--- src/rtl/pe_dataflow_sequencer.sv ---
// pe_dataflow_sequencer
//   Address sequencer for a PE array with four data streams: weight (W),
//   input (I), output-in (OI) and output-out (OO). Each stream has its own
//   advance strobe. The I, OI and OO streams walk a configured number of
//   blocks per job. When all three have finished, the FSM issues a
//   one-cycle done pulse. The W stream free-runs modulo W_GROUP.
//
// Ports
//   clk, aclr            clock; asynchronous active-high reset
//   sclr_i               synchronous clear, highest priority
//   start_i              job start pulse (taken only in IDLE)
//   cfg_blocks_i         blocks per job (0 gives an immediate done)
//   en_w_i/en_i_i/en_oi_i/en_oo_i   per-stream advance strobes
//   w_addr_o, i_addr_o, oi_addr_o, oo_addr_o   PE addresses
//   i_blk_o, oi_blk_o, oo_blk_o                per-stream block index
//   busy_o, done_o, overrun_o                  status; overrun is sticky
//
// state | meaning
// IDLE  | waiting for start; only the W stream moves
// RUN   | job active; I/OI/OO strobes accepted until each stream finishes
// DONE  | single-cycle completion pulse
module pe_dataflow_sequencer #(
  parameter int W_GROUP = 4,
  parameter int O_GROUP = 4,
  parameter int I_GROUP = W_GROUP + O_GROUP - 1,
  parameter int W_AW    = 2,
  parameter int O_AW    = 2,
  parameter int I_AW    = 3,
  parameter int BLK_W   = 4
) (
  input  logic             clk,
  input  logic             aclr,
  input  logic             sclr_i,
  input  logic             start_i,
  input  logic [BLK_W-1:0] cfg_blocks_i,
  input  logic             en_w_i,
  input  logic             en_i_i,
  input  logic             en_oi_i,
  input  logic             en_oo_i,
  output logic [W_AW-1:0]  w_addr_o,
  output logic [I_AW-1:0]  i_addr_o,
  output logic [O_AW-1:0]  oi_addr_o,
  output logic [O_AW-1:0]  oo_addr_o,
  output logic [BLK_W-1:0] i_blk_o,
  output logic [BLK_W-1:0] oi_blk_o,
  output logic [BLK_W-1:0] oo_blk_o,
  output logic             busy_o,
  output logic             done_o,
  output logic             overrun_o
);

  typedef enum logic [1:0] {
    IDLE = 2'd0,
    RUN  = 2'd1,
    DONE = 2'd2
  } state_t;

  localparam logic [W_AW-1:0] W_LAST    = W_AW'(W_GROUP - 1);
  localparam logic [O_AW-1:0] O_LAST    = O_AW'(O_GROUP - 1);
  localparam logic [I_AW-1:0] I_LAST_B0 = I_AW'(I_GROUP - 1);
  localparam logic [I_AW-1:0] I_LAST_BN = I_AW'(O_GROUP - 1);
  localparam logic [I_AW-1:0] I_SHIFT   = I_AW'(W_GROUP - 1);

  state_t             state_q, state_d;
  logic [BLK_W-1:0]   cfg_q, cfg_d;
  logic [W_AW-1:0]    w_ptr_q, w_ptr_d;
  logic [I_AW-1:0]    i_ptr_q, i_ptr_d;
  logic [O_AW-1:0]    oi_ptr_q, oi_ptr_d;
  logic [O_AW-1:0]    oo_ptr_q, oo_ptr_d;
  logic [BLK_W-1:0]   i_blk_q, i_blk_d;
  logic [BLK_W-1:0]   oi_blk_q, oi_blk_d;
  logic [BLK_W-1:0]   oo_blk_q, oo_blk_d;
  logic               i_fin_q, i_fin_d;
  logic               oi_fin_q, oi_fin_d;
  logic               oo_fin_q, oo_fin_d;
  logic               overrun_q, overrun_d;

  logic               run;
  logic               acc_i, acc_oi, acc_oo;
  logic [I_AW-1:0]    i_last;
  logic [BLK_W-1:0]   blk_last;

  assign run      = (state_q == RUN);
  assign acc_i    = en_i_i  & run & ~i_fin_q;
  assign acc_oi   = en_oi_i & run & ~oi_fin_q;
  assign acc_oo   = en_oo_i & run & ~oo_fin_q;
  // Block 0 of the input stream covers the full window; later blocks only
  // fetch the O_GROUP new entries because the rest of the window is reused.
  assign i_last   = (i_blk_q == '0) ? I_LAST_B0 : I_LAST_BN;
  // cfg_q is non-zero whenever RUN is reachable, so this cannot underflow
  // while it matters.
  assign blk_last = cfg_q - BLK_W'(1);

  always_comb begin
    state_d   = state_q;
    cfg_d     = cfg_q;
    w_ptr_d   = w_ptr_q;
    i_ptr_d   = i_ptr_q;
    oi_ptr_d  = oi_ptr_q;
    oo_ptr_d  = oo_ptr_q;
    i_blk_d   = i_blk_q;
    oi_blk_d  = oi_blk_q;
    oo_blk_d  = oo_blk_q;
    i_fin_d   = i_fin_q;
    oi_fin_d  = oi_fin_q;
    oo_fin_d  = oo_fin_q;
    overrun_d = overrun_q;

    if (sclr_i) begin
      state_d   = IDLE;
      cfg_d     = '0;
      w_ptr_d   = '0;
      i_ptr_d   = '0;
      oi_ptr_d  = '0;
      oo_ptr_d  = '0;
      i_blk_d   = '0;
      oi_blk_d  = '0;
      oo_blk_d  = '0;
      i_fin_d   = 1'b0;
      oi_fin_d  = 1'b0;
      oo_fin_d  = 1'b0;
      overrun_d = 1'b0;
    end else begin
      if (en_w_i) begin
        w_ptr_d = (w_ptr_q == W_LAST) ? '0 : w_ptr_q + W_AW'(1);
      end

      if (acc_i) begin
        if (i_ptr_q == i_last) begin
          i_ptr_d = '0;
          if (i_blk_q == blk_last) begin
            i_blk_d = '0;
            i_fin_d = 1'b1;
          end else begin
            i_blk_d = i_blk_q + BLK_W'(1);
          end
        end else begin
          i_ptr_d = i_ptr_q + I_AW'(1);
        end
      end

      if (acc_oi) begin
        if (oi_ptr_q == O_LAST) begin
          oi_ptr_d = '0;
          if (oi_blk_q == blk_last) begin
            oi_blk_d = '0;
            oi_fin_d = 1'b1;
          end else begin
            oi_blk_d = oi_blk_q + BLK_W'(1);
          end
        end else begin
          oi_ptr_d = oi_ptr_q + O_AW'(1);
        end
      end

      if (acc_oo) begin
        if (oo_ptr_q == O_LAST) begin
          oo_ptr_d = '0;
          if (oo_blk_q == blk_last) begin
            oo_blk_d = '0;
            oo_fin_d = 1'b1;
          end else begin
            oo_blk_d = oo_blk_q + BLK_W'(1);
          end
        end else begin
          oo_ptr_d = oo_ptr_q + O_AW'(1);
        end
      end

      case (state_q)
        IDLE: begin
          if (start_i) begin
            overrun_d = 1'b0;
            if (cfg_blocks_i != '0) begin
              cfg_d    = cfg_blocks_i;
              i_ptr_d  = '0;
              oi_ptr_d = '0;
              oo_ptr_d = '0;
              i_blk_d  = '0;
              oi_blk_d = '0;
              oo_blk_d = '0;
              i_fin_d  = 1'b0;
              oi_fin_d = 1'b0;
              oo_fin_d = 1'b0;
              state_d  = RUN;
            end else begin
              state_d  = DONE;
            end
          end
        end
        RUN: begin
          // Next-state flags so same-cycle final strobes complete at once.
          if (i_fin_d && oi_fin_d && oo_fin_d) begin
            state_d = DONE;
          end
        end
        DONE: begin
          state_d = IDLE;
        end
        default: begin
          state_d = IDLE;
        end
      endcase

      // Applied last so a rejected strobe is never lost, even beside a start.
      if ((en_i_i && !acc_i) || (en_oi_i && !acc_oi) || (en_oo_i && !acc_oo)) begin
        overrun_d = 1'b1;
      end
    end
  end

  always_ff @(posedge clk or posedge aclr) begin
    if (aclr) begin
      state_q   <= IDLE;
      cfg_q     <= '0;
      w_ptr_q   <= '0;
      i_ptr_q   <= '0;
      oi_ptr_q  <= '0;
      oo_ptr_q  <= '0;
      i_blk_q   <= '0;
      oi_blk_q  <= '0;
      oo_blk_q  <= '0;
      i_fin_q   <= 1'b0;
      oi_fin_q  <= 1'b0;
      oo_fin_q  <= 1'b0;
      overrun_q <= 1'b0;
    end else begin
      state_q   <= state_d;
      cfg_q     <= cfg_d;
      w_ptr_q   <= w_ptr_d;
      i_ptr_q   <= i_ptr_d;
      oi_ptr_q  <= oi_ptr_d;
      oo_ptr_q  <= oo_ptr_d;
      i_blk_q   <= i_blk_d;
      oi_blk_q  <= oi_blk_d;
      oo_blk_q  <= oo_blk_d;
      i_fin_q   <= i_fin_d;
      oi_fin_q  <= oi_fin_d;
      oo_fin_q  <= oo_fin_d;
      overrun_q <= overrun_d;
    end
  end

  assign w_addr_o  = w_ptr_q;
  assign i_addr_o  = (i_blk_q == '0) ? i_ptr_q : i_ptr_q + I_SHIFT;
  assign oi_addr_o = oi_ptr_q;
  assign oo_addr_o = oo_ptr_q;
  assign i_blk_o   = i_blk_q;
  assign oi_blk_o  = oi_blk_q;
  assign oo_blk_o  = oo_blk_q;
  assign busy_o    = (state_q == RUN);
  assign done_o    = (state_q == DONE);
  assign overrun_o = overrun_q;

endmodule

--- config.mk ---
export PLATFORM = sky130hd
export DESIGN_NAME = pe_dataflow_sequencer
export DESIGN_NICKNAME = d
export VERILOG_FILES = /design/src/rtl/pe_dataflow_sequencer.sv
export SDC_FILE = /design/constraint.sdc
export NUM_CORES = 1
export LEC_CHECK = 0
export BUFFER_PORTS_ARGS = -buffer_cell sky130_fd_sc_hd__buf_2
export CORE_MARGIN = 1
export CORE_UTILIZATION = 55
export DETAILED_ROUTE_END_ITERATION = 16
export GPL_TIMING_DRIVEN = 0
export PLACE_DENSITY = 0.79
export SETUP_SLACK_MARGIN = 0.15
export SKIP_CTS_REPAIR_TIMING = 1
export SLEW_MARGIN = 20
export SYNTH_ARGS = -nofsm -noshare
export SYNTH_HDL_FRONTEND = slang
export SYNTH_SLANG_ARGS = --single-unit
--- constraint.sdc ---
create_clock -name clk -period 4.7 [get_ports clk]
set_input_delay 0.47 -clock clk [delete_from_list [all_inputs] [get_ports clk]]
set_output_delay 0.47 -clock clk [all_outputs]
set_load 0.01 [all_outputs]
After elaboration in Yosys (flattened, before gate mapping)

Cells that the tools add are included.

Word-level logic and storage cells: 145
Bits in read-only memories: 0
Bits of input ports: 12
Register bits after elaboration: 31
Latch bits: 0
Memories kept: 0
Bits in writable memories: 0
Output and inout port bits: 24

Add/subtract/negate cells: 9
Magnitude comparators: 0
Eq/ne operators: 11
Mux-type cells: 81
Bitwise gates (word level): 9
Multiply operators: 0
Shifts and indexed selects: 0
Divide/modulo/power cells: 0
Reduce and logical (&&, ||, !) cells: 22

Operators with widths:

| kind                                                   | count |
|---|---|
| two-way mux 4 bit                                      | 25 |
| two-way mux 2 bit                                      | 19 |
| two-way mux 1 bit                                      | 28 |
| two-way mux 3 bit                                      | 8 |
| adder 4 x 1 -> 4 bit (second input constant)           | 3 |
| == test 4 bit                                          | 3 |
| == test 2 bit (second input constant)                  | 4 |
| nonzero test 2 bit                                     | 4 |
| adder 2 x 1 -> 2 bit (second input constant)           | 3 |
| bitwise AND 1 bit                                      | 6 |
| nonzero test 3 bit                                     | 2 |
| logical AND 1 bit                                      | 5 |
| zero test 4 bit                                        | 1 |
| one-hot mux 2 bit (2 select lines)                     | 1 |
| AND reduction 2 bit                                    | 2 |
| nonzero test 4 bit                                     | 1 |
| subtractor 4 x 1 -> 4 bit (second input constant)      | 1 |
| adder 3 x 1 -> 3 bit (second input constant)           | 1 |
| adder 3 x 2 -> 3 bit (second input constant)           | 1 |
| == test 3 bit                                          | 1 |
| zero test 1 bit                                        | 3 |
| inequality test 3 x 2 -> 1 bit (second input constant) | 1 |
| inequality test 3 bit (second input constant)          | 1 |
| NOT 1 bit                                              | 3 |
| other kinds (4)                                        | 5 |

Depth between registers and ports, before layout

Gate-level depths: netlist of the first run.

Depth after elaboration: 11
Depth in mapped cells: 9
Depth with buffers taken out: 7

Worst setup path after synthesis of the first run

OpenSTA, ideal clock, no wires.

Path type: flip-flop to flip-flop
Start point: register i_blk_q[0], in the netlist i_blk_o[0]
End point: register i_blk_q[3], in the netlist i_blk_o[3]
Cell stages (with the launch flop): 8
Buffers on the path: 0
Clock period less this slack: 2455 ps
Data required time: 4618 ps
Path slack: 2245 ps
Data arrival time: 2373 ps
Setup time: 82 ps
Path through: dfrtp_1 inv_1 ha_1 nor3b_1 mux2i_1 nand3_1 or4b_1 a31oi_1

Cells in the longest elaborated chain, start to end: 9
Elaborated cells between the ends (all ways): 12
Those cells by class: add/sub: 1; eq/ne: 2; mux: 8; reduce/logical: 1

RTL lines:

| item                                                                         | RTL line | source |
|---|---|---|
| from (decl)                                                                  | 70       | `logic [BLK_W-1:0] i_blk_q, i_blk_d;` |
| from (signal assigned)                                                       | 234      | `i_blk_q <= i_blk_d;` |
| parallel branches: the longest is 3 deep, another holds adder 4 x 1 -> 4 bit | --       |  |
| two-way mux 4 bit (*)                                                        | 129      | `if (i_ptr_q == i_last) begin` |
| two-way mux 4 bit (*)                                                        | 128      | `if (acc_i) begin` |
| two-way mux 4 bit                                                            | 174      | `if (cfg_blocks_i != '0) begin` |
| two-way mux 4 bit                                                            | 172      | `if (start_i) begin` |
| two-way mux 4 bit (*)                                                        | 170      | `case (state_q)` |
| two-way mux 4 bit (*)                                                        | 109      | `if (sclr_i) begin` |
| net i_blk_d[3]                                                               | 70       |  |

Mark *: on every way through the listed nets, which the timed path passes.
A chain may end at the register's enable or synchronous reset.

Worst setup path after layout of the first run

Same ends and word-level chain as after synthesis.

==> results.toml, run 1 <==
[logic_synthesis]
mappedNetlistArea_sq_mm = 0.00191
yosysUniqueCellTypes = 40
ys.warnings.count = 0
synth_top_area_frac = 0.406
avgSynthCellArea_sq_um = 8.93
synthTopCellsByArea = "dfrtp_1, ha_1, nand2_1, xnor2_1, a21oi_1"
synth_area_leader_cell = "dfrtp_1"
synth_fp_nets = 235
synthMuxAreaShare = 0.0314
synth_simple_gate_area_frac = 0.247
synth_seq_cells = 31
synth_top_family_by_area = "simple AND/OR/NAND/NOR gates"
postSynthCellCount = 214
ys_seq_area_frac = 0.406
synth_compound_area_frac = 0.116
synth_fa_ha_area_frac = 0.0589
synth_xor_xnor_area_share = 0.0955

[clock_tree]
clock_latency_ps = 340
cts_tree = "built"
clockBufferDepth = 2
htree_levels = 2
path_clk_slew_ps = 100
cts_made_buffers = 5
root_buffer = "clkbuf_4"
cts.sinks = 31

[cells_and_area]
nNetsFinal = 277
fillers = 318
diodes = 0
drive_gt1_frac = 0.191
area_delta_synth_final_pct = 15.1

[power_and_ir_drop]
cellInternalPower_mw = 0.458
p_sw_frac = 0.359
p_leak_nw = 1.05
clockPowerShare = 0.226
switchingPower_mw = 0.256
ir_worst_vdd_mv = 0.208
power_density_mw_per_mm2 = 324
p_comb_frac = 0.328
power_frac_seq = 0.446

[sta]
rsz0062_at_grt = "no"
hold_slack_ps = 218
max_freq_mhz = 365
setup_slack_ps = 1960
slew_viol_final = 0
setup_viol = 0
tightest_slew_ps = 898
timing.final.hold_violations = 0
finalCritPeriodShare = 0.583
fin_tns_setup_ps = 0
slew_headroom = 0.393
fin_worst_skew_ps = 9.53
min_period_ps = 2740

[critical_path]
critical_path.max_stage_delay_ps = 550
crit_type = "reg -> reg"
rr_worst_depth = 7
worstSetupEndpointType = "flip-flop"
cpMaxStageDelayCell = "nor3b_1"
cp_top_family = "simple AND/OR/NAND/NOR gates"
worstPathArrival_ps = 2990
cp-start-kind = "flip-flop"
path_buf_inv = 1
crit_end = "i_blk_o[3]"
r2r-start = "i_blk_o[0]"
cp-startpoint = "i_blk_o[0]"
cp.depth = 7
path_max_fanout = 8
path_cells = "inv_1 > ha_1 > nor3b_1 > mux2i_1 > nand3_1 > or4b_1 > a31oi_1"
rr_endpoint = "i_blk_o[3]"
cp.required_ps = 4960
r2r_setup_slack_ps = 1960

[placed_design]
place_hpwl_um = 2930
finalWeightedCongestion = 0.834
place_ws_ps = 2000
portBuffers = 35

[route]
drc = 0
ant_nets = 0
vias_per_cell = 5.58
drt-total-wl_um = 4080
vias = 1684
routedWlPerCell_um = 13.5
drtPass1Iterations = 4
drt_iter0_markers = 155

[floorplanning]
die_h_um = 61.0
initial_core_util = 0.573
dieArea_sq_mm = 0.00372
row_count = 21
dieWidth_um = 61.0
coreArea_sq_mm = 0.00334
num_io_pins = 36

[global_routing]
antenna_found_initial = 0
grt.overflow.total = 0
grt_pass1_wl_um = 6560
grt_max_degree = 32
grtUsageTotal = 0.250
grt_pass1_vias = 1483

[run_status]
outcome = "completed"

[hold_path]
worstHoldPathType = "in -> async"

[run]
max-cap-violations = 0
[cell usage after synthesis]
cell type	number
a21oi_1	17
a41oi_1	1
or2_2	1
nand3b_1	2
o21ai_0	11
mux2i_1	6
or4b_1	2
and2_1	1
nand2_1	25
o311ai_1	1
nand3_1	12
or4_1	2
or3_1	4
clkbuf_1	3
a31oi_1	3
nor3b_1	3
nor2b_1	3
a21boi_0	1
nand4_1	1
or2_0	1
ha_1	9
nor4_1	1
xor2_1	9
nor4bb_1	2
dfrtp_1	31
and3_1	2
nor2_1	19
a211oi_1	1
or3b_1	1
nand4b_1	1
xnor2_1	10
or3b_2	1
o41a_1	2
xnor2_2	1
inv_1	13
nor3_1	3
buf_2	1
nand2b_1	4
a22oi_1	1
buf_6	2
[how the worst min path moves through the flow]
stage	startpoint	slack, ps	endpoint
after floorplan	i_fin_q	520	i_fin_q
after global placement	w_addr_o[1]	520	w_addr_o[1]
after detailed placement	oi_addr_o[1]	540	oi_addr_o[1]
after CTS	aclr	240	oo_blk_o[3]
after global routing	aclr	250	oi_fin_q
final	aclr	220	oi_fin_q
[through the flow]
step / cell area [sq um] / util / total power, mW / instances
finish: 2200 / 0.660 / 0.713 / 302
global route: 2200 / 0.660 / 0.760 / 302
CTS: 2200 / 0.660 / 0.715 / 302
detailed placement: 2140 / 0.643 / 0.553 / 295
global placement: 2140 / 0.643 / 0.547 / 295
floorplan: 1910 / - / 0.489 / 214
[power by group through the flow]
stage / clock network (mW) / registers [mW] / logic (mW)
5_1_grt: 0.177 / 0.321 / 0.262
3_5_place_dp: 0 / 0.322 / 0.231
3_3_place_gp: 0 / 0.321 / 0.227
4_1_cts: 0.163 / 0.317 / 0.234
2_1_floorplan: 0 / 0.319 / 0.170
6_report: 0.162 / 0.318 / 0.234
[cells by family after synthesis]
logic type / after synthesis
flops: 31
xor+xnor: 20
simple gates: 91
mux: 6
compound gates: 38
buf+inv: 19
fa+ha+maj: 9
[cell usage in the layout, fill, tap and decap left out, types with 2 or more instances in the layout]
master and n:
a21oi_1 17, a31oi_1 3, and3_1 2, buf_2 36, buf_6 2, clkbuf_1 3
clkbuf_4 5, dfrtp_1 31, ha_1 9, inv_1 12, mux2i_1 6, nand2_1 25
nand2b_1 4, nand3_1 12, nand3b_1 2, nor2_1 19, nor2b_1 3, nor3_1 3
nor3b_1 3, nor4bb_1 2, o21ai_0 11, o41a_1 2, or3_1 4, or4_1 2
or4b_1 2, xnor2_1 10, xor2_1 9
[metal layers]
metal | vias to the layer above | track usage | part of all wire
met5 | - | 0 | 0
met3 | 5 | 0.0746 | 0.041
met1 | 811 | 0.327 | 0.46
met2 | 43 | 0.392 | 0.48
met4 | 0 | 0.0942 | 0.012
li1 | 825 | - | -
[sequential cells by signal, summed over array words and instances (netlist names)]
name,cells
cfg_q,4
i_blk_o,4
oi_blk_o,4
oo_blk_o,4
i_ptr_q,3
oi_addr_o,2
oo_addr_o,2
state_q,2
w_addr_o,2
i_fin_q,1
oi_fin_q,1
oo_fin_q,1
overrun_o,1
[area by class of cell]
| type | count | area [sq um] | area share |
|---|---|---|---|
| sequential | 31 | 776 | 0.352 |
| timing repair buffer | 35 | 175 | 0.0796 |
| clock buffer | 6 | 51.3 | 0.0233 |
| clock inverter | 1 | 5.00 | 0.00227 |
| multi-input combinational | 164 | 1050 | 0.476 |
| inverter | 13 | 48.8 | 0.0222 |
| buffer | 6 | 38.8 | 0.0176 |
| tap | 46 | 57.6 | 0.0262 |
Power figures use the tool's default switching activity.
==> inputs of run 2 (changes only) <==
Settings changed: CORE_UTILIZATION 55 to 50, PLACE_DENSITY 0.79 to 0.76.
Clock period 4.7 ns to 2.42 ns, I/O delays scaled along.
==> run 2 against run 1 <==
Compared with the run above: critical endpoint is now i_fin_q; utilization fell by 1.1 points; clock power rose by 150%; non-clock buffer count rose by 10.
==> results.toml, run 2 (synthesized netlist as in run 1, its figures left out) <==
[placed_design]
place_ws_ps = -59.4
portBuffers = 35
place_hpwl_um = 2920
finalWeightedCongestion = 0.813

[cells_and_area]
final_common_cell = "buf_2"
area_delta_synth_final_pct = 24.2
final_util = 0.649
diodes = 0
nNetsFinal = 287
layout_common_cells = "buf_2, dfrtp_1, nand2_1"
fillers = 323
drive_gt1_frac = 0.255

[critical_path]
worstSetupEndpointType = "flip-flop"
critical_path.max_stage_delay_ps = 510
path_common_cell = "buf_6"
cpMaxStageDelayCell = "or4_1"
cp-start-kind = "flip-flop"
path_max_fanout = 6
path_buf_inv = 3
worstPathArrival_ps = 2490
cp.required_ps = 2620
path_cells = "buf_6 > or3_4 > buf_6 > xnor2_1 > or4_1 > buf_6 > or3_1 > a21oi_1"
cp_top_family = "simple AND/OR/NAND/NOR gates"
cp-startpoint = "cfg_q[0]"
crit_type = "reg -> reg"
r2r-start = "cfg_q[0]"

[clock_tree]
htree_levels = 2
clock_latency_ps = 280
cts_tree = "built"
cts.sinks = 31
root_buffer = "clkbuf_8"
path_clk_slew_ps = 70
clockBufferDepth = 2
cts_made_buffers = 5

[sta]
setup_viol = 0
tightest_slew_ps = 819
hold_slack_ps = 38.5
setup_slack_ps = 140
slew_headroom = 0.449
finalCritPeriodShare = 0.942
fin_worst_skew_ps = 3.74
rsz0062_at_grt = "yes"
slew_viol_final = 0
min_period_ps = 2280
timing.final.hold_violations = 0
max_freq_mhz = 439

[route]
met3_length_um = 177
vias = 1698
vias_per_cell = 5.39
drt_iter0_markers = 87
ant_nets = 0
drtPass1Iterations = 4
highest_layer = "met4"
routedWlPerCell_um = 13.2
met1_length_um = 1910
drc = 0
drt-total-wl_um = 4150
met2_length_um = 2020

[power_and_ir_drop]
p_sw_frac = 0.349
cellInternalPower_mw = 1.01
ir_worst_vdd_mv = 0.387
power_frac_seq = 0.399
p_leak_nw = 1.12
p_comb_frac = 0.343
switchingPower_mw = 0.542
clockPowerShare = 0.258
power_density_mw_per_mm2 = 655

[global_routing]
grt_pass1_wl_um = 6710
grt.overflow.total = 0
antenna_found_initial = 0
grt_max_degree = 32
grt_pass1_vias = 1449
grtUsageTotal = 0.211

[floorplanning]
num_io_pins = 36
coreArea_sq_mm = 0.00366
dieArea_sq_mm = 0.00407
row_count = 22
die_h_um = 63.8
initial_core_util = 0.522
dieWidth_um = 63.8

[run]
max-cap-violations = 0

[run_status]
outcome = "completed"

[hold_path]
worstHoldPathType = "in -> async"
## run 2: cell type report
type / instances / area, sq um / area share
Inverter: 13 / 48.8 / 0.0205
Multi-Input combinational cell: 164 / 1110 / 0.466
Clock buffer: 5 / 68.8 / 0.0290
Clock inverter: 3 / 20.0 / 0.00843
Tap cell: 48 / 60.1 / 0.0253
Buffer: 6 / 45.0 / 0.0190
Timing Repair Buffer: 45 / 250 / 0.105
Sequential cell: 31 / 776 / 0.327
## run 2: power groups by stage
stage	combinational [mW]	clock, mW	sequential, mW
floorplan	0.331	0	0.619
global placement	0.444	0	0.623
detailed placement	0.452	0	0.626
CTS	0.456	0.412	0.616
global route	0.593	0.432	0.626
finish	0.534	0.400	0.621
## run 2: final timing paths
check,end,slack [ps],cells past startpoint
worst max-delay path,i_fin_q,140,8
worst min-delay path,i_blk_o[2],40,2
worst min register to register,w_addr_o[1],550,2
max in group asynchronous,oo_blk_o[3],1950,2
worst max register to register,i_fin_q,140,8
min in group clk,cfg_q[3],200,3
## run 2: metal layers
layer | vias up | track usage
met3 | 7 | 0.0339
met2 | 40 | 0.334
met4 | 0 | 0.0682
met5 | - | 0
met1 | 805 | 0.293
li1 | 846 | -
## run 2: metrics by stage
stage | area (sq um) | instances | TNS [ps] | power, mW
2_1_floorplan | 1920 | 214 | 0 | 0.950
3_3_place_gp | 2150 | 297 | -29.2 | 1.07
3_5_place_dp | 2150 | 297 | -64.4 | 1.08
4_1_cts | 2240 | 305 | -96.9 | 1.48
5_1_grt | 2370 | 315 | 0 | 1.65
6_report | 2370 | 315 | 0 | 1.55
